## config.mk

```make
export PLATFORM = sky130hd
export DESIGN_NAME = fft_out_scheduler_flat
export DESIGN_NICKNAME = d
export VERILOG_FILES = /design/src/rtl/fft_out_scheduler_if.sv /design/src/rtl/fft_out_scheduler.sv /design/src/flat_wrapper.sv
export SDC_FILE = /design/constraint.sdc
export NUM_CORES = 1
export LEC_CHECK = 0
export CORE_MARGIN = 5
export CORE_UTILIZATION = 51
export CTS_CLUSTER_SIZE = 20
export DETAILED_ROUTE_END_ITERATION = 8
export PLACE_DENSITY = 0.89
export SETUP_SLACK_MARGIN = 0.4
export SLEW_MARGIN = 20
export SYNTH_ARGS = -nofsm -noshare
export SYNTH_HDL_FRONTEND = slang
export SYNTH_SLANG_ARGS = --single-unit
```

## constraint.sdc

```tcl
create_clock -name clk -period 2.05 [get_ports clk]
set_input_delay 0.205 -clock clk [delete_from_list [all_inputs] [get_ports clk]]
set_output_delay 0.205 -clock clk [all_outputs]
set_load 0.05 [all_outputs]
```

## src/rtl/fft_out_scheduler_if.sv

```systemverilog
// Purpose: handshake/status bundle between the FFT result scheduler and its neighbours.
// Latency: none, wires only.
// Backpressure: core_stall holds off the FFT core; sink_ready gates burst start.
interface fft_out_scheduler_if #(
    parameter int AW    = 3,
    parameter int CNT_W = 16
);
    logic             frame_done;
    logic             sink_ready;
    logic             wr_bank;
    logic             core_stall;
    logic             rd_en;
    logic             rd_bank;
    logic [AW-1:0]    rd_addr;
    logic             start_send;
    logic [AW-1:0]    dincounter;
    logic             sending;
    logic [CNT_W-1:0] frames_sent;
    logic             overflow;

    // Scheduler side.
    modport master (
        input  frame_done, sink_ready,
        output wr_bank, core_stall, rd_en, rd_bank, rd_addr, start_send,
               dincounter, sending, frames_sent, overflow
    );

    // FFT core / output unit side.
    modport slave (
        output frame_done, sink_ready,
        input  wr_bank, core_stall, rd_en, rd_bank, rd_addr, start_send,
               dincounter, sending, frames_sent, overflow
    );
endinterface

```

## src/rtl/fft_out_scheduler.sv

```systemverilog
// Purpose: ping-pong result-bank scheduler driving row reads and the serial send window.
// Latency: start_send one cycle after IDLE sees a full bank; burst occupies 1+ROWS+RD_LAT+SEND_LEN cycles.
// Backpressure: waits in IDLE on sink_ready; core_stall when both banks full, late frames flag overflow.
module fft_out_scheduler #(
    parameter int ROWS     = 8,
    parameter int SEND_LEN = 64,
    parameter int RD_LAT   = 1,
    parameter int CNT_W    = 16
) (
    input  logic               clk,
    input  logic               rst_n,
    fft_out_scheduler_if.master bus
);
    localparam int AW = $clog2(ROWS);
    localparam int SW = $clog2(SEND_LEN);
    localparam int CW = (SW > AW) ? SW : AW;
    localparam logic [CW-1:0] LAST_ROW   = CW'(ROWS - 1);
    localparam logic [CW-1:0] LAST_DRAIN = CW'((RD_LAT > 0) ? RD_LAT - 1 : 0);
    localparam logic [CW-1:0] LAST_SEND  = CW'(SEND_LEN - 1);

    typedef enum logic [2:0] {IDLE, ARM, READ, DRAIN, SEND} state_t;

    state_t           state, state_nxt;
    logic [CW-1:0]    cnt, cnt_nxt;
    logic             rel_bank;
    logic [1:0]       full, full_rel, full_nxt;
    logic             accept;
    logic             wr_bank, rd_bank, overflow;
    logic [CNT_W-1:0] frames_sent;
    logic [AW-1:0]    rd_addr;
    logic [AW-1:0]    din;

    // State and phase counter registers.
    always_ff @(posedge clk or negedge rst_n) begin
        if (!rst_n) begin
            state <= IDLE;
            cnt   <= '0;
        end else begin
            state <= state_nxt;
            cnt   <= cnt_nxt;
        end
    end

    // Burst sequencing: one start cycle, row reads, read-latency drain, send window.
    always_comb begin
        state_nxt = state;
        cnt_nxt   = cnt;
        rel_bank  = 1'b0;
        case (state)
            IDLE: begin
                // sink_ready only matters here; after ARM the burst is committed.
                if (full[rd_bank] && bus.sink_ready) begin
                    state_nxt = ARM;
                end
            end
            ARM: begin
                state_nxt = READ;
                cnt_nxt   = '0;
            end
            READ: begin
                if (cnt == LAST_ROW) begin
                    cnt_nxt   = '0;
                    state_nxt = (RD_LAT == 0) ? SEND : DRAIN;
                end else begin
                    cnt_nxt = cnt + CW'(1);
                end
            end
            DRAIN: begin
                if (cnt == LAST_DRAIN) begin
                    cnt_nxt   = '0;
                    state_nxt = SEND;
                end else begin
                    cnt_nxt = cnt + CW'(1);
                end
            end
            SEND: begin
                if (cnt == LAST_SEND) begin
                    cnt_nxt   = '0;
                    rel_bank  = 1'b1;
                    state_nxt = IDLE;
                end else begin
                    cnt_nxt = cnt + CW'(1);
                end
            end
            default: begin
                state_nxt = IDLE;
                cnt_nxt   = '0;
            end
        endcase
    end

    // Bank occupancy: release is applied first so a frame finishing on the release cycle is accepted.
    always_comb begin
        full_rel = full;
        if (rel_bank) begin
            full_rel[rd_bank] = 1'b0;
        end
        accept   = bus.frame_done && !(&full_rel);
        full_nxt = full_rel;
        if (accept) begin
            full_nxt[wr_bank] = 1'b1;
        end
    end

    // Bank pointers, sticky overflow and completed-burst counter.
    always_ff @(posedge clk or negedge rst_n) begin
        if (!rst_n) begin
            full        <= 2'b00;
            wr_bank     <= 1'b0;
            rd_bank     <= 1'b0;
            overflow    <= 1'b0;
            frames_sent <= '0;
        end else begin
            full <= full_nxt;
            if (accept) begin
                wr_bank <= ~wr_bank;
            end
            if (bus.frame_done && !accept) begin
                overflow <= 1'b1;
            end
            if (rel_bank) begin
                rd_bank     <= ~rd_bank;
                frames_sent <= frames_sent + CNT_W'(1);
            end
        end
    end

    assign rd_addr = (state == READ) ? cnt[AW-1:0] : '0;

    // rd_addr is zero outside the read window, so delaying it gives a zero-filled dincounter.
    generate
        if (RD_LAT == 0) begin : g_nolat
            assign din = rd_addr;
        end else begin : g_lat
            logic [AW-1:0] pipe [RD_LAT];
            // Row-index delay line matching the result-memory read latency.
            always_ff @(posedge clk or negedge rst_n) begin
                if (!rst_n) begin
                    for (int i = 0; i < RD_LAT; i++) pipe[i] <= '0;
                end else begin
                    pipe[0] <= rd_addr;
                    for (int i = 1; i < RD_LAT; i++) pipe[i] <= pipe[i-1];
                end
            end
            assign din = pipe[RD_LAT-1];
        end
    endgenerate

    assign bus.wr_bank     = wr_bank;
    assign bus.core_stall  = full[0] & full[1];
    assign bus.rd_en       = (state == READ);
    assign bus.rd_bank     = rd_bank;
    assign bus.rd_addr     = rd_addr;
    assign bus.start_send  = (state == ARM);
    assign bus.dincounter  = din;
    assign bus.sending     = (state == SEND);
    assign bus.frames_sent = frames_sent;
    assign bus.overflow    = overflow;
endmodule
```

## src/flat_wrapper.sv

```systemverilog
// flat-port wrapper written by rule: the top's interface ports become plain ports
module fft_out_scheduler_flat 
#(
    parameter int ROWS     = 8,
    parameter int SEND_LEN = 64,
    parameter int RD_LAT   = 1,
    parameter int CNT_W    = 16
)
  (clk, rst_n, bus_frame_done, bus_sink_ready, bus_wr_bank, bus_core_stall, bus_rd_en, bus_rd_bank, bus_rd_addr, bus_start_send, bus_dincounter, bus_sending, bus_frames_sent, bus_overflow);
  fft_out_scheduler_if #(.CNT_W(CNT_W)) bus_i ();
  input  logic clk;
  input  logic rst_n;
  input wire logic [$bits(bus_i.frame_done)-1:0] bus_frame_done;
  input wire logic [$bits(bus_i.sink_ready)-1:0] bus_sink_ready;
  output wire logic [$bits(bus_i.wr_bank)-1:0] bus_wr_bank;
  output wire logic [$bits(bus_i.core_stall)-1:0] bus_core_stall;
  output wire logic [$bits(bus_i.rd_en)-1:0] bus_rd_en;
  output wire logic [$bits(bus_i.rd_bank)-1:0] bus_rd_bank;
  output wire logic [$bits(bus_i.rd_addr)-1:0] bus_rd_addr;
  output wire logic [$bits(bus_i.start_send)-1:0] bus_start_send;
  output wire logic [$bits(bus_i.dincounter)-1:0] bus_dincounter;
  output wire logic [$bits(bus_i.sending)-1:0] bus_sending;
  output wire logic [$bits(bus_i.frames_sent)-1:0] bus_frames_sent;
  output wire logic [$bits(bus_i.overflow)-1:0] bus_overflow;
  assign bus_i.frame_done = bus_frame_done;
  assign bus_i.sink_ready = bus_sink_ready;
  assign bus_wr_bank = bus_i.wr_bank;
  assign bus_core_stall = bus_i.core_stall;
  assign bus_rd_en = bus_i.rd_en;
  assign bus_rd_bank = bus_i.rd_bank;
  assign bus_rd_addr = bus_i.rd_addr;
  assign bus_start_send = bus_i.start_send;
  assign bus_dincounter = bus_i.dincounter;
  assign bus_sending = bus_i.sending;
  assign bus_frames_sent = bus_i.frames_sent;
  assign bus_overflow = bus_i.overflow;
  fft_out_scheduler #(.ROWS(ROWS), .SEND_LEN(SEND_LEN), .RD_LAT(RD_LAT), .CNT_W(CNT_W)) u_core (.clk(clk), .rst_n(rst_n), .bus(bus_i));
endmodule
```

### Word-level counts from Yosys, hierarchy flattened

Cells that the tools add are included.

* magnitude comparators: 4
* bitwise gates (word level): 6
* add/sub/neg operators: 2
* mux-type cells: 20
* eq/ne operators: 10
* reductions and logical operators: 11

Operator list (count)
* 6-bit case mux with 4 select lines: 1
* 6-bit 2-to-1 mux: 3
* 16-bit by 1-bit adder with 16-bit output, second input constant: 1
* 3-bit 2-to-1 mux: 5
* 3-bit case mux with 5 select lines: 1
* 2-bit by 1-bit inequality test with 1-bit output, second input constant: 4
* 6-bit by 1-bit adder with 6-bit output, second input constant: 1
* 3-bit by 2-bit == test with 1-bit output, second input constant: 2
* 6-bit by 3-bit == test with 1-bit output, second input constant: 1
* 6-bit == test, second input constant: 1
* 6-bit logical NOT: 1
* 1-bit 2-to-1 mux: 6
* 1-bit logical AND: 5
* 1-bit by 2-bit less-than comparator with 1-bit output, second input constant: 2
* 2-bit 2-to-1 mux: 2
* 4-bit AND reduction: 1
* 3-bit by 1-bit == test with 1-bit output, second input constant: 1
* 3-bit == test, second input constant: 1
* 3-bit logical NOT: 1
* 2-bit AND: 1
* 1-bit demux with 1-bit select: 2
* 1-bit >= comparator, second input constant: 2
* 1-bit logical NOT: 2
* 1-bit inverter: 2
* 4 further kinds: 4

* bits in registers: 33
* word-level logic and storage cells: 61
* input bits: 4
* output and inout bits: 29

### Logic depth before layout (Yosys ltp)

* word-level depth: 12
* depth in mapped cells: 7
* depth with buffers taken out: 6

### Worst setup path before layout

Ideal clock, no wire load.

* kind: register to output
* start: reg u_core.state[1]
* end: out bus_rd_addr[0]
* stages on the path, launching flop included: 5
* buffers on the path: 1
* arrival: 2.159 ns
* required time: 1.845 ns
* slack: -0.314 ns
* cell sequence: dfrtp_1 buf_4 nor2b_1 nor2b_1 and2_1

* cells in the longest elaborated chain, start to end: 2

Ends and longest elaborated chain
* start, declared: RTL line fft_out_scheduler.sv:23 `state_t state, state_nxt;`
* start signal, assigned: RTL line fft_out_scheduler.sv:39 `state <= state_nxt;`
* 3-bit by 2-bit == test with 1-bit output
* named net bus_rd_en: RTL line flat_wrapper.sv:17 `output wire logic [$bits(bus_i.rd_en)-1:0] bus_rd_en;`
* 3-bit 2-to-1 mux: RTL line fft_out_scheduler.sv:128 `assign rd_addr = (state == READ) ? cnt[AW-1:0] : '0;`
* end, declared: RTL line flat_wrapper.sv:19 `output wire logic [$bits(bus_i.rd_addr)-1:0] bus_rd_addr;`

The timed path passes the listed nets, and every way through them passes these cells.

### Worst setup path after layout

* start: reg u_core.state[1]
* end: out bus_rd_addr[0]

* cells in the longest elaborated chain, start to end: 2

Ends and longest elaborated chain (RTL line)
* 3-bit by 2-bit == test with 1-bit output: fft_out_scheduler.sv:128
* 3-bit 2-to-1 mux: fft_out_scheduler.sv:128

Every way passes these cells.

==> reports/qor_table.md <==
| Result | Reported | Unit |
|:---|:---|:---|
| Outcome | completed | - |
| Most area-hungry cell type in the Yosys netlist | sky130_fd_sc_hd__dfrtp_1 | - |
| Clock buffers created by TritonCTS | 5 | - |
| P per Cell Area | 496 | nW/um^2 |
| Number of remaining DRC errors | 0 | - |
| Most area-consuming cells after synthesis | sky130_fd_sc_hd__dfrtp_1, sky130_fd_sc_hd__xnor2_1, sky130_fd_sc_hd__nand2_1 | - |
| Die Outline Area | 4490 | um^2 |
| Final-report hold violation count | 0 | - |
| Category of the most critical setup path | flop to primary output | - |
| Detailed router's first-iteration violation count | 97 | - |
| Standard-cell row count | 20 | - |
| Maximum clock frequency | 0.610 | GHz |
| Total inserted antenna cells | 0 | - |
| Fin cells | 247 | - |
| Power share of the clock group | 0.316 | - |
| Pre-CTS WS | 0.176 | ns |
| Number of enable flip-flop cells after synthesis | 0 | - |
| Proportion of synthesized chip area in sequential cells | 0.498 | - |
| Number of warning messages in the yosys log | 0 | - |
| Via count of the first global-routing pass | 1373 | - |
| Final number of setup-violating endpoints | 0 | - |
| Antenna violations before repair | 0 | - |
| DIE HEIGHT | 67.0 | um |
| Max-slew headroom | 0.669 | - |
| Placer congestion estimate | 0.799 | - |
| Floorplan core area | 3080 | um^2 |
| Max clock buf depth | 2 | - |
| Ratio of cells with drive above 1 in the final layout | 0.271 | - |
| Startpoint type of the worst setup path | flop | - |
| Total I/O pin count | 33 | - |
| Minimum setup slack in the final design | 0.411 | ns |
| Flops & latches, synth | 33 | - |
| Total vias in the final route | 1383 | - |
| RSZ-0062 raised after global routing | true | - |
| Internal Dissipation | 814 | uW |
| Average cell area after synthesis | 10.6 | um^2 |
| Filler cell count | 237 | - |
| Pin count of the biggest net entering global routing | 34 | - |
| Placed cell count | 228 | - |
| Final setup TNS | 0 | ns |
| Endpoint arrival time on the critical path | 1.43 | ns |
| Number of slew-limit violations in the final report | 0 | - |
| Sequential Power Share | 0.610 | - |
| Primary flip-flop cell chosen by synthesis mapping | sky130_fd_sc_hd__dfrtp_1 | - |
| Synth unique cells | 41 | - |
| Portion of total power attributed to combinational logic | 0.074 | - |
| Leakage | 1.06 | nW |
| Clock transition at the registers of the reported paths | 0.10 | ns |
| Overflow after GRT | 0 | - |
| Clock latency of the later-clocked register in the worst-skew pair | 0.34 | ns |
| Routed WL per cell | 15.3 | um |
| Total clock sinks | 33 | - |
| Class of the worst hold path | input pin to asynchronous set/reset pin | - |
| DPL Wire Length | 2550 | um |
| Worst setup path startpoint | u_core.state[1] | - |
| Minimum period implied by the final worst setup slack | 1.64 | ns |
| Async set or reset register ratio after synthesis | 1.00 | - |
| CTS tree | yes | - |
| CTS Root Buffer Type | sky130_fd_sc_hd__clkbuf_4 | - |
| Layout overhead on the synthesized area | 34.5 | % |
| Portion of the clock cycle consumed by the worst path in the final layout | 0.799 | - |
| Worst-margin pin slew | 0.499 | ns |
| Initial Util | 0.539 | - |
| Residual antenna-violating net count after detailed routing | 0 | - |
| VDD IR max | 0.340 | mV |
| Max-cap violations | 0 | - |
| Cells after Synth | 157 | - |
| Reported net switching power | 292 | uW |
| Required @ worst endpoint | 1.85 | ns |
| Switching part of the total | 0.264 | - |
| Crit path max fanout | 4 | - |
| Sum of routed wire length over all layers | 3780 | um |
| Setup Skew | 0.00491 | ns |
| GRT Util Overall | 0.179 | - |
| Port Buffers | 32 | - |
| Die extent in x | 67.0 | um |
| Total number of H-tree levels | 2 | - |
| Capturing element type of the critical path | primary output | - |
| Worst R2R Start | u_core.cnt[3] | - |
| Via-to-Cell Ratio | 5.60 | - |
| Fraction of synthesized cell area taken by the top area cell type | 0.498 | - |
| Summed instance area of the synthesized netlist | 1660 | um^2 |
| Syn Nets | 164 | - |
| Global-route wire length before repair | 5960 | um |
| Net count of the finished layout | 209 | - |
| 1st-pass router iterations | 4 | - |
## critical path, stage by stage, from the launching register on
cell and delay (ns):
sky130_fd_sc_hd__dfrtp_2 0.43, sky130_fd_sc_hd__nor2b_4 0.18, sky130_fd_sc_hd__nor2b_4 0.19, sky130_fd_sc_hd__and2_4 0.17, sky130_fd_sc_hd__buf_12 0.13
## layout make-up
type / instances / area (um^2) / area share
well taps: 44 / 55.1 / 0.0247
multi-input cells: 111 / 832 / 0.373
clock buffers: 6 / 41.3 / 0.0185
flip-flops and latches: 33 / 832 / 0.373
clock inverters: 2 / 10.0 / 0.00449
inverters: 7 / 26.3 / 0.0118
repair buffers: 44 / 434 / 0.195
## final timing paths
check,end,slack [ns],cells past startpoint
setup / recovery,bus_rd_addr[0],0.41,4
hold / removal,u_core.bus.frames_sent[0],0.26,2
setup reg to reg,u_core.state[0],0.45,4
hold reg to reg,u_core.bus.frames_sent[15],0.46,1
max in group asynchronous,u_core.cnt[5],1.46,2
min in group clk,u_core.bus.frames_sent[15],0.46,1
## metrics by stage
stage	power, mW	area (um^2)	hold WS [ns]	utilization
floorplan	0.730	1710	-0.0906	-
global placement	0.772	2070	0.453	0.672
detailed placement	0.776	2070	0.455	0.672
CTS	1.11	2160	0.269	0.700
global route	1.16	2230	0.279	0.725
finish	1.11	2230	0.260	0.725
## state kept, by name, indices dropped and copies added (netlist names)
name	count
u_core.bus.frames_sent	16
u_core.cnt	6
u_core.bus.dincounter	3
u_core.state	3
u_core.full	2
u_core.bus.overflow	1
u_core.bus.rd_bank	1
u_core.bus.wr_bank	1
## cells in the mapped netlist, types with 4 or more instances
library cell and instances:
sky130_fd_sc_hd__nand4_1 6, sky130_fd_sc_hd__a21oi_1 6, sky130_fd_sc_hd__nand3b_1 4, sky130_fd_sc_hd__nand2_1 13, sky130_fd_sc_hd__nor2_1 6, sky130_fd_sc_hd__and3_1 5, sky130_fd_sc_hd__nor2b_1 5, sky130_fd_sc_hd__dfrtp_1 33
sky130_fd_sc_hd__inv_1 7, sky130_fd_sc_hd__xnor2_1 17, sky130_fd_sc_hd__nand3_1 9
## cells in the final DEF, fill, tap and decap left out, drive strengths merged, types with 4 or more instances in the layout
cell type,netlist,routed
dlygate4sd2,0,22
and3,5,6
xnor2,17,17
clkbuf,1,6
inv,7,7
a21oi,6,6
nand3,9,9
nor2b,5,5
nor2,6,6
dfrtp,33,33
nand2,13,13
buf,6,18
nand3b,4,4
nand4,6,6
## kinds of logic (layout without fill, tap and decap cells)
logic type               after synthesis  after routing  synth area share
AO/OA/AOI/OAI                         23             23            0.0935
XOR/XNOR                              20             20             0.106
adder cells (fa/ha/maj)                3              3            0.0226
buffers and inverters                 14             59            0.0490
flip-flops                            33             33             0.498
multiplexers                           3              3            0.0204
AND/OR/NAND/NOR                       61             62             0.211
## layer usage
metal,up-vias,part of all wire,global-route usage
li1,638,-,-
met1,689,0.40,0.197
met2,47,0.52,0.310
met3,9,0.063,0.0472
met4,0,0.021,0.0987
met5,-,0,0
## power groups by stage
stage	logic (mW)	registers, mW	clock network, mW
after detailed placement	0.0903	0.685	0
after global routing	0.0869	0.678	0.391
after global placement	0.0875	0.685	0
final	0.0813	0.675	0.350
after CTS	0.0822	0.673	0.355
after floorplan	0.00991	0.720	0
## what timing repair did
action,4_1_cts,5_1_grt
gates cloned,0,1
endpoints found under the setup margin,42,17
buffers inserted,5,5
pin swaps,0,4
resized for setup,30,12
hold buffers,0,0
(Power assumes the default switching activity.)
